--- src/rtl/wb_fibo_pkg.sv ---
// Shared constants for the Wishbone Fibonacci controller: register map,
// identification words and CTRL field layout.
package wb_fibo_pkg;

  // Identification and version reported through the ID and CFG registers
  localparam logic [31:0] FIBO_ID      = 32'h4669626F;
  localparam logic [7:0]  FIBO_VERSION = 8'h02;

  // Global register offsets within the 256-byte window
  localparam logic [7:0] OFF_ID         = 8'h00;
  localparam logic [7:0] OFF_CFG        = 8'h04;
  localparam logic [7:0] OFF_IRQ_STATUS = 8'h08;
  localparam logic [7:0] OFF_IRQ_ENABLE = 8'h0C;
  localparam logic [7:0] OFF_SCRATCH    = 8'h10;

  // Channel block placement; the stride of 16 bytes lets the channel index
  // be taken straight from offset bits [7:4] after removing the base
  localparam logic [7:0] CH_BASE   = 8'h20;
  localparam logic [7:0] CH_STRIDE = 8'h10;

  // Register offsets inside one channel block
  localparam logic [3:0] CH_OFF_CTRL   = 4'h0;
  localparam logic [3:0] CH_OFF_THRESH = 4'h4;
  localparam logic [3:0] CH_OFF_VALUE  = 4'h8;

  // CTRL register field positions
  localparam int CTRL_EN_BIT = 0;
  localparam int CTRL_CS_LSB = 8;

  // Which register of a channel block an access selects
  typedef enum logic [1:0] {
    CH_REG_CTRL,
    CH_REG_THRESH,
    CH_REG_VALUE,
    CH_REG_NONE
  } ch_reg_e;

  // Expand the four Wishbone byte selects into a 32-bit write mask
  function automatic logic [31:0] byte_mask(input logic [3:0] sel);
    return {{8{sel[3]}}, {8{sel[2]}}, {8{sel[1]}}, {8{sel[0]}}};
  endfunction

endpackage

--- src/rtl/wb_fibo_chan.sv ---
// One Fibonacci channel: CTRL and THRESH storage plus the threshold compare
// whose rising edge requests an interrupt.
module wb_fibo_chan
  import wb_fibo_pkg::*;
#(
  parameter int CLOCK_WIDTH = 6,
  parameter int VAL_WIDTH   = 30
) (
  input  logic                   wb_clk_i,
  input  logic                   wb_rst_ni,
  input  logic                   ctrl_we,
  input  logic                   thresh_we,
  input  logic                   en_data,
  input  logic                   en_mask,
  input  logic [CLOCK_WIDTH-1:0] cs_data,
  input  logic [CLOCK_WIDTH-1:0] cs_mask,
  input  logic [VAL_WIDTH-1:0]   th_data,
  input  logic [VAL_WIDTH-1:0]   th_mask,
  input  logic [VAL_WIDTH-1:0]   value,
  output logic                   ch_enable,
  output logic [CLOCK_WIDTH-1:0] ch_clock_sel,
  output logic [31:0]            ctrl_rd,
  output logic [31:0]            thresh_rd,
  output logic                   rise
);

  logic [VAL_WIDTH-1:0] thresh;
  logic                 cmp_now;
  logic                 cmp_q;

  assign cmp_now = (value >= thresh);
  assign rise    = cmp_now & ~cmp_q;

  // CTRL/THRESH storage with byte-masked writes; a THRESH write re-arms the edge detector
  always_ff @(posedge wb_clk_i or negedge wb_rst_ni) begin
    if (!wb_rst_ni) begin
      ch_enable    <= 1'b1;
      ch_clock_sel <= CLOCK_WIDTH'(1);
      thresh       <= '1;
      cmp_q        <= 1'b0;
    end else begin
      if (ctrl_we) begin
        ch_enable    <= en_mask ? en_data : ch_enable;
        ch_clock_sel <= (ch_clock_sel & ~cs_mask) | (cs_data & cs_mask);
      end
      if (thresh_we) begin
        thresh <= (thresh & ~th_mask) | (th_data & th_mask);
        cmp_q  <= 1'b0;
      end else begin
        cmp_q  <= cmp_now;
      end
    end
  end

  // Present the stored fields zero-extended at their register positions
  always_comb begin
    ctrl_rd                               = '0;
    ctrl_rd[CTRL_EN_BIT]                  = ch_enable;
    ctrl_rd[CTRL_CS_LSB +: CLOCK_WIDTH]   = ch_clock_sel;
    thresh_rd                             = '0;
    thresh_rd[VAL_WIDTH-1:0]              = thresh;
  end

endmodule

--- src/rtl/wb_fibo_ctrl.sv ---
// Wishbone classic slave controlling NUM_CH Fibonacci channels: global
// ID/config/interrupt/scratch registers plus one register block per channel.
module wb_fibo_ctrl
  import wb_fibo_pkg::*;
#(
  parameter logic [31:0] BASE_ADDRESS = 32'h3000_0000,
  parameter int          NUM_CH       = 2,
  parameter int          CLOCK_WIDTH  = 6,
  parameter int          VAL_WIDTH    = 30
) (
  input  logic                          wb_clk_i,
  input  logic                          wb_rst_ni,
  input  logic                          wbs_stb_i,
  input  logic                          wbs_cyc_i,
  input  logic                          wbs_we_i,
  input  logic [3:0]                    wbs_sel_i,
  input  logic [31:0]                   wbs_adr_i,
  input  logic [31:0]                   wbs_dat_i,
  output logic                          wbs_ack_o,
  output logic [31:0]                   wbs_dat_o,
  input  logic [NUM_CH*VAL_WIDTH-1:0]   ch_value_i,
  output logic [NUM_CH-1:0]             ch_enable_o,
  output logic [NUM_CH*CLOCK_WIDTH-1:0] ch_clock_sel_o,
  output logic [NUM_CH-1:0]             irq_o
);

  logic              rst_meta;
  logic              rst_ready;
  logic              decoded;
  logic              req;
  logic              wr_en;
  logic [7:0]        offset;
  logic [31:0]       wmask;
  logic [7:0]        ch_rel;
  logic [3:0]        ch_idx;
  logic              ch_hit;
  ch_reg_e           ch_reg;
  logic [31:0]       rdata;
  logic [NUM_CH-1:0] irq_status;
  logic [NUM_CH-1:0] irq_enable;
  logic [NUM_CH-1:0] irq_clear;
  logic [31:0]       scratch;
  logic [NUM_CH-1:0] ctrl_we;
  logic [NUM_CH-1:0] thresh_we;
  logic [NUM_CH-1:0] rise;
  logic [31:0]       ctrl_rd   [NUM_CH];
  logic [31:0]       thresh_rd [NUM_CH];

  assign offset  = wbs_adr_i[7:0];
  assign wmask   = byte_mask(wbs_sel_i);
  assign decoded = wbs_stb_i & wbs_cyc_i & (wbs_adr_i[31:8] == BASE_ADDRESS[31:8]);
  assign req     = decoded & ~wbs_ack_o & rst_ready;
  assign wr_en   = req & wbs_we_i;

  assign ch_rel  = offset - CH_BASE;
  assign ch_idx  = ch_rel[7:4];
  assign ch_hit  = (offset >= CH_BASE) && (int'(ch_idx) < NUM_CH);

  // Identify which register of the channel block the offset points at
  always_comb begin
    ch_reg = CH_REG_NONE;
    case (ch_rel[3:0])
      CH_OFF_CTRL:   ch_reg = CH_REG_CTRL;
      CH_OFF_THRESH: ch_reg = CH_REG_THRESH;
      CH_OFF_VALUE:  ch_reg = CH_REG_VALUE;
      default:       ch_reg = CH_REG_NONE;
    endcase
  end

  // Two-flop release so the first ack never races reset deassertion
  always_ff @(posedge wb_clk_i or negedge wb_rst_ni) begin
    if (!wb_rst_ni) begin
      rst_meta  <= 1'b0;
      rst_ready <= 1'b0;
    end else begin
      rst_meta  <= 1'b1;
      rst_ready <= rst_meta;
    end
  end

  // Read multiplexer, evaluated in the request cycle
  always_comb begin
    rdata = '0;
    case (offset)
      OFF_ID:         rdata = FIBO_ID;
      OFF_CFG:        rdata = {FIBO_VERSION, 8'(NUM_CH), 8'(CLOCK_WIDTH), 8'(VAL_WIDTH)};
      OFF_IRQ_STATUS: rdata[NUM_CH-1:0] = irq_status;
      OFF_IRQ_ENABLE: rdata[NUM_CH-1:0] = irq_enable;
      OFF_SCRATCH:    rdata = scratch;
      default: begin
        if (ch_hit) begin
          for (int n = 0; n < NUM_CH; n++) begin
            if (ch_idx == 4'(n)) begin
              case (ch_reg)
                CH_REG_CTRL:   rdata = ctrl_rd[n];
                CH_REG_THRESH: rdata = thresh_rd[n];
                CH_REG_VALUE:  rdata[VAL_WIDTH-1:0] = ch_value_i[n*VAL_WIDTH +: VAL_WIDTH];
                default:       rdata = '0;
              endcase
            end
          end
        end
      end
    endcase
  end

  // Single-cycle ack with read data held only in the ack cycle
  always_ff @(posedge wb_clk_i or negedge wb_rst_ni) begin
    if (!wb_rst_ni) begin
      wbs_ack_o <= 1'b0;
      wbs_dat_o <= '0;
    end else begin
      wbs_ack_o <= req;
      wbs_dat_o <= req ? rdata : '0;
    end
  end

  assign irq_clear = (wr_en && offset == OFF_IRQ_STATUS) ?
                     (wbs_dat_i[NUM_CH-1:0] & wmask[NUM_CH-1:0]) : '0;

  // Global registers; a compare edge outranks a simultaneous write-one-to-clear
  always_ff @(posedge wb_clk_i or negedge wb_rst_ni) begin
    if (!wb_rst_ni) begin
      irq_status <= '0;
      irq_enable <= '0;
      scratch    <= '0;
      irq_o      <= '0;
    end else begin
      irq_status <= (irq_status & ~irq_clear) | rise;
      if (wr_en && offset == OFF_IRQ_ENABLE) begin
        irq_enable <= (irq_enable & ~wmask[NUM_CH-1:0]) | (wbs_dat_i[NUM_CH-1:0] & wmask[NUM_CH-1:0]);
      end
      if (wr_en && offset == OFF_SCRATCH) begin
        scratch <= (scratch & ~wmask) | (wbs_dat_i & wmask);
      end
      irq_o <= irq_status & irq_enable;
    end
  end

  for (genvar n = 0; n < NUM_CH; n++) begin : g_chan
    assign ctrl_we[n]   = wr_en && ch_hit && (ch_idx == 4'(n)) && (ch_reg == CH_REG_CTRL);
    assign thresh_we[n] = wr_en && ch_hit && (ch_idx == 4'(n)) && (ch_reg == CH_REG_THRESH);

    wb_fibo_chan #(
      .CLOCK_WIDTH (CLOCK_WIDTH),
      .VAL_WIDTH   (VAL_WIDTH)
    ) u_chan (
      .wb_clk_i     (wb_clk_i),
      .wb_rst_ni    (wb_rst_ni),
      .ctrl_we      (ctrl_we[n]),
      .thresh_we    (thresh_we[n]),
      .en_data      (wbs_dat_i[CTRL_EN_BIT]),
      .en_mask      (wmask[CTRL_EN_BIT]),
      .cs_data      (wbs_dat_i[CTRL_CS_LSB +: CLOCK_WIDTH]),
      .cs_mask      (wmask[CTRL_CS_LSB +: CLOCK_WIDTH]),
      .th_data      (wbs_dat_i[VAL_WIDTH-1:0]),
      .th_mask      (wmask[VAL_WIDTH-1:0]),
      .value        (ch_value_i[n*VAL_WIDTH +: VAL_WIDTH]),
      .ch_enable    (ch_enable_o[n]),
      .ch_clock_sel (ch_clock_sel_o[n*CLOCK_WIDTH +: CLOCK_WIDTH]),
      .ctrl_rd      (ctrl_rd[n]),
      .thresh_rd    (thresh_rd[n]),
      .rise         (rise[n])
    );
  end

endmodule

--- config.mk ---
export PLATFORM = sky130hd
export DESIGN_NAME = wb_fibo_ctrl
export DESIGN_NICKNAME = d
export VERILOG_FILES = /design/src/rtl/wb_fibo_pkg.sv /design/src/rtl/wb_fibo_chan.sv /design/src/rtl/wb_fibo_ctrl.sv
export SDC_FILE = /design/constraint.sdc
export NUM_CORES = 1
export LEC_CHECK = 0
export CORE_UTILIZATION = 25
export DETAILED_ROUTE_END_ITERATION = 7
export PLACE_DENSITY = 0.47
export SETUP_SLACK_MARGIN = 0.2
export SLEW_MARGIN = 5
export SYNTH_ARGS = -nofsm -noshare
export SYNTH_HDL_FRONTEND = slang
export SYNTH_SLANG_ARGS = --single-unit
--- constraint.sdc ---
create_clock -name wb_clk_i -period 2.1 [get_ports wb_clk_i]
set_input_delay 0.315 -clock wb_clk_i [delete_from_list [all_inputs] [get_ports wb_clk_i]]
set_output_delay 0.315 -clock wb_clk_i [all_outputs]
set_load 0.01 [all_outputs]
==> results.json <==
{
  "io_pins": 182,
  "final_layout_size_suffix_gt1_frac": 0.4215,
  "leakagePower_nw": 5.765,
  "numCtsBuffers": 17,
  "synth_seq_cells": 149,
  "portBuffers": 181,
  "fin_crit_ps": 2145,
  "synth.net_count": 961,
  "seqCellArea_um2": 3809,
  "gp_congestion": 0.8328,
  "power_frac_clock": 0.460,
  "grt_setup_unrepaired": "yes",
  "drtAntennaViolNets": 0,
  "ctsLongestPathBuffers": 2,
  "max_slew_margin": 0.6060,
  "synth_area_per_cell_um2": 11.04,
  "syn_inst": 766,
  "ys_seq_area_frac": 0.4502,
  "power.density_nw_per_um2": 509.2,
  "cts_root_buffer": "clkbuf_16",
  "fin_setup_tns_ps": -49.89,
  "htree_levels": 4,
  "max_cap_violations": 0,
  "drt_iter0_markers": 319,
  "final_common_cell": "clkdlybuf4s50_1",
  "area_growth_pct": 64.10,
  "max_freq_mhz": 466.2,
  "cts_tree": "done",
  "antenna_found_initial": 1,
  "final_cell_mix": "157 x clkdlybuf4s50_1, 108 x buf_4, 106 x mux2_4",
  "hold_slack_ps": 349.7,
  "fin_worst_skew_ps": 13.55,
  "critical_path_class": "reg -> reg",
  "cp_num_buf_inv": 1,
  "setup_slack_ps": -45.12,
  "vias": 7282,
  "p_comb_frac": 0.132,
  "status": "finished with violations",
  "endpoint_kind": "flip-flop",
  "slew_violations": 0,
  "grt_pass1_wl_mm": 46.08,
  "die_y_um": 186.0,
  "worstPathArrival_ps": 2450,
  "synth.cell_area_um2": 8459,
  "hp-class": "reg -> reg",
  "pwr-share-seq": 0.408,
  "synthFlopType": "dfrtp_1",
  "cts.sinks": 149,
  "crit_path_top_delay_cell": "dfstp_2",
  "post-dp-hpwl_mm": 21.94,
  "min_period_over_period": 1.021,
  "synth_edf_count": 0,
  "n_fill_cell": 3122,
  "via_per_inst": 4.753,
  "synthArstFlopShare": 1.000,
  "multi_input_area_um2": 5381,
  "dr.pass1.iters": 4,
  "synth_warnings": 0,
  "yosysUniqueCellTypes": 54,
  "netSwitchingPower_w": 0.001805,
  "initial_utilization": 0.2567,
  "overflow": 0,
  "grt_pass1_vias": 7722,
  "routedWlPerCell_um": 19.86,
  "hold_viol": 0,
  "finalSetupViolCount": 2,
  "critical_path.top_delay_family": "compound AO/OA/AOI/OAI gates",
  "clock_latency_ps": 430,
  "std_cell_rows": 66,
  "die_width_um": 186.0,
  "core_area_um2": 32950,
  "finalPower_w": 0.007069,
  "cp_max_fo": 2,
  "grt_max_degree": 48,
  "nets": 1271,
  "track_usage": 0.1791,
  "p_int_w": 0.005263,
  "ir_drop_mv": 0.5513,
  "cp_data_required_time_ps": 2400,
  "route.detailed.drc": 0,
  "dieArea_um2": 34580,
  "routed_wl_mm": 30.42,
  "startpoint_type": "flip-flop",
  "worst_pin_slew_ps": 584.8,
  "sw_frac_of_total": 0.2554,
  "crit_path_cell_trace": "inv_2, ha_4, a21o_1, a211oi_2, o21ai_2, a221o_1, a2111oi_2, nor3_1",
  "slowest_delay_ps": 540,
  "violations": "setup timing",
  "path_clk_slew_ps": 70
}
[synth_stat cells, drive strengths merged, types with 8 or more instances]
| cell type | n | share of area |
|---|---|---|
| ha | 62 | 0.092 |
| dfrtp | 85 | 0.25 |
| o211ai | 9 | 0.0080 |
| nand2 | 29 | 0.013 |
| o22ai | 10 | 0.0074 |
| o21ai | 19 | 0.011 |
| and3 | 8 | 0.0059 |
| buf | 18 | 0.012 |
| o22a | 14 | 0.014 |
| clkbuf | 19 | 0.0084 |
| mux2 | 108 | 0.14 |
| nor2 | 21 | 0.0093 |
| inv | 66 | 0.029 |
| nand4 | 12 | 0.0089 |
| a22oi | 46 | 0.041 |
| dfstp | 64 | 0.20 |
| nor4 | 9 | 0.010 |
| a22o | 12 | 0.012 |
| a21oi | 61 | 0.036 |
| mux2i | 14 | 0.017 |
| nand3 | 16 | 0.014 |
[power groups by stage]
stage               logic [W]  clock network [W]  registers [W]
CTS                  0.000902            0.00333        0.00288
global route          0.00102            0.00343        0.00288
finish               0.000935            0.00325        0.00288
floorplan            0.000252                  0        0.00293
global placement     0.000859                  0        0.00293
detailed placement   0.000861                  0        0.00293
[per-stage QoR]
step / cell area [µm²] / worst slack (ps) / utilization / instances
final: 13880 / -45.12 / 0.4213 / 1532
after global routing: 13880 / -175.6 / 0.4213 / 1532
after CTS: 13270 / -60.32 / 0.4028 / 1514
after detailed placement: 12040 / -544.8 / 0.3655 / 1475
after global placement: 12040 / -554.7 / 0.3655 / 1475
after floorplan: 8811 / 93.84 / - / 766
[area by class of cell]
cell class,instances,share of cell area
Clock buffer,21,0.03461
Tap cell,442,0.03984
Clock inverter,11,0.009824
Timing Repair Buffer,328,0.2338
Multi-Input combinational cell,513,0.3877
Antenna cell,1,0.0001803
Inverter,67,0.01974
Sequential cell,149,0.2744
[worst reg2reg max path, cell delays in order (launching register included)]
cell,delay (ps)
dfstp_2,540
inv_2,40
ha_4,230
a21o_1,160
a211oi_2,210
o21ai_2,110
a221o_1,350
a2111oi_2,300
nor3_1,80
[kinds of logic after synthesis]
family / share of synthesized area
multiplexers: 0.1603
adder cells (fa/ha/maj): 0.09170
AND/OR/NAND/NOR: 0.09008
AO/OA/AOI/OAI: 0.1565
flip-flops: 0.4502
buffers and inverters: 0.04970
XOR/XNOR: 0.001036
other: 0.0004433
[metal layers]
layer  share of wire  routed length, µm  track usage  vias to the layer above
li1                -                  -            -                     3442
met1            0.46              14060       0.2394                     3674
met2            0.49              14880       0.3037                      144
met3           0.036               1084      0.02367                       22
met4           0.013                395      0.04361                        0
met5               0                  0            0                        -
[path summary, 6_finish.rpt]
kind / cells after the start / to / slack [ps] / startpoint
max reg2reg: 8 / g_chan[0].u_chan.cmp_q / -50 / flip-flop
min in group asynchronous: 2 / wbs_dat_o[31] / 370 / wb_rst_ni
max in group asynchronous: 3 / g_chan[1].u_chan.ch_enable / 990 / wb_rst_ni
min: 0 / rst_ready / 350 / rst_meta
min reg2reg: 0 / rst_ready / 350 / rst_meta
max: 8 / g_chan[0].u_chan.cmp_q / -50 / flip-flop
[timing repair]
item                                    in CTS  in global routing
gates resized for setup                    145                 86
pin swaps                                   29                 27
endpoints found under the setup margin     142                137
endpoints found under the hold margin       18                  0
hold buffers                                 1                  0
cloned                                       0                  3
buffers inserted                             6                 14
No activity file was read; power rests on OpenSTA's default activity.
==> patch (same flow settings) <==
The package constant `CTRL_CS_LSB` goes from 8 to 16.
--- a/src/rtl/wb_fibo_pkg.sv
+++ b/src/rtl/wb_fibo_pkg.sv
@@ -25,7 +25,7 @@
 
   // CTRL register field positions
   localparam int CTRL_EN_BIT = 0;
-  localparam int CTRL_CS_LSB = 8;
+  localparam int CTRL_CS_LSB = 16;
 
   // Which register of a channel block an access selects
   typedef enum logic [1:0] {
Check against the original RTL: not equivalent (Yosys sat finds a counterexample within 4 cycles, from zero or initial values and one cycle with wb_rst_ni low).
==> patch against the original RTL <==
- the flow still finishes with violations (negative setup slack)
- worst setup slack better by 0.023 ns
- cell area down 1.1%
- sequential cell count unchanged
- power down 4.4%
- first-iteration DRC count up 60%
- routed wire length up 0.74%
- count of clock-buffer cells in the layout down 4
- die area down 0.52%
- area after synthesis down 0.52%
- highest routed layer unchanged
==> patch: results (changes against the original RTL) <==
| Metric | Value |
|---|---|
| Maximum vdd ir drop | 573.1 uV (+4.0%) |
| Wire length on met2 | 15.17 mm (+1.9%) |
| Vias after detailed routing | 7353 (+0.98%) |
| Count of antenna diodes in the layout | 0 (-1) |
| Setup violation total in the final timing report | 18 (+16) |
| Met1 Use GR | 23.63% (-0.31 points) |
| Nets | 1270 (-0.079%) |
| Wirelength, routed | 30.65 mm (+0.74%) |
| Number of library cell types mapped by synthesis | 63 (+17%) |
| Total half-perimeter wirelength after legalization and detailed placement | 21.88 mm (-0.29%) |
| Routed length per instance | 20.02 um (+0.80%) |
| DRC violation total after the first TritonRoute iteration | 509 (+60%) |
| Gr usage total | 18.04% (+0.13 points) |
| Core ar. | 32870 sq um (-0.25%) |
| List of most frequent post-synthesis cells | mux2_2 (91), dfrtp_1 (85), inv_1 (68) |
| Global routing met3 resource utilization | 3.326% (+0.96 points) |
| Synth Net Count | 943 (-1.9%) |
| Setup tns final | -0.06353 ns (-0.01364 ns) |
| Fraction of met2 tracks used by global routing | 30.47% (+0.099 points) |
| Sequential element share of the synthesized area | 45.26% (+0.23 points) |
| Antenna violations before repair | 0 (-1) |
| Share of final-layout standard cells stronger than drive strength 1 | 43.07% (+0.92 points) |
| Met3 wire length | 1.408 mm (+30%) |
| Global-route wire length before repair | 46.19 mm (+0.24%) |
| Final setup slack of the worst path | -0.02190 ns (+0.02322 ns) |
| Critical R2R Capture | irq_status[0]$_DFF_PN0_ |
| Placed instance area | 11990 sq um (-0.44%) |
| Pin count of the biggest net entering global routing | 49 (+2.1%) |
| Cells after synthesis | 749 (-2.2%) |
| Status | finished with violations |
| Clock skew | 0.01270 ns (-0.0008501 ns) |
| Data arrival time of the worst path | 2.42 ns (-0.03 ns) |
| Post-Route Hold Slack | 0.3502 ns (+0.0004770 ns) |
| Static Leakage | 5.757 nW (-0.13%) |
| Worst r2r path cells | 9 (+1) |
| Number of detailed-routing iterations run before antenna repair | 5 (+1) |
| Violated checks | negative setup slack |
| Worst slack at placement | -0.5582 ns (-0.01335 ns) |
==> patch: worst max path at each step <==
stage | depth (start not counted) | slack [ns] | to
2_1_floorplan | 7 | 0.08 | flop
3_3_place_gp | 12 | -0.56 | wbs_dat_o[22]$_DFF_PN0_
3_5_place_dp | 12 | -0.56 | wbs_dat_o[22]$_DFF_PN0_
4_1_cts | 8 | -0.01 | flop
5_1_grt | 9 | -0.12 | flop
6_report | 9 | -0.02 | irq_status[0]$_DFF_PN0_
==> patch: repair_timing <==
item,4_1_cts,5_1_grt
setup endpoints to repair,142,142
resized for setup,163,41
hold endpoints to repair,23,0
pin swaps,52,29
gates cloned,1,3
buffers inserted,17,11
hold buffers,1,0
==> patch: cells by family after synthesis <==
group / share of synthesized area (%)
compound gates: 15.40
buf+inv: 5.099
simple gates: 10.05
fa+ha+maj: 9.069
flops: 45.26
mux: 14.97
xor+xnor: 0.1041
other cells: 0.04456
==> patch: cell type report <==
| cell class | instances | area, sq um | area share, % |
|---|---|---|---|
| Clock buffer | 17 | 425.4 | 3.099 |
| Sequential cell | 149 | 3809 | 27.74 |
| Tap cell | 442 | 553.0 | 4.028 |
| Timing Repair Buffer | 345 | 3412 | 24.85 |
| Inverter | 69 | 289.0 | 2.105 |
| Clock inverter | 15 | 132.6 | 0.9661 |
| Multi-Input combinational cell | 494 | 5107 | 37.20 |
==> patch: worst max-delay path: stages, from the launching register on <==
cell and delay (ns):
dfstp_2 0.55, inv_1 0.05, ha_1 0.29, nand4_1 0.17, buf_4 0.14, nor2_1 0.03
a221o_1 0.31, o21ai_1 0.14, nor3b_4 0.24, o21ai_1 0.08
==> patch: power by group <==
part / internal (W) / switching, W / leakage (nW)
sequential: 0.00288 / 0.00000244 / 1.82
combinational: 0.000446 / 0.000445 / 3.67
clock: 0.00156 / 0.00143 / 0.265
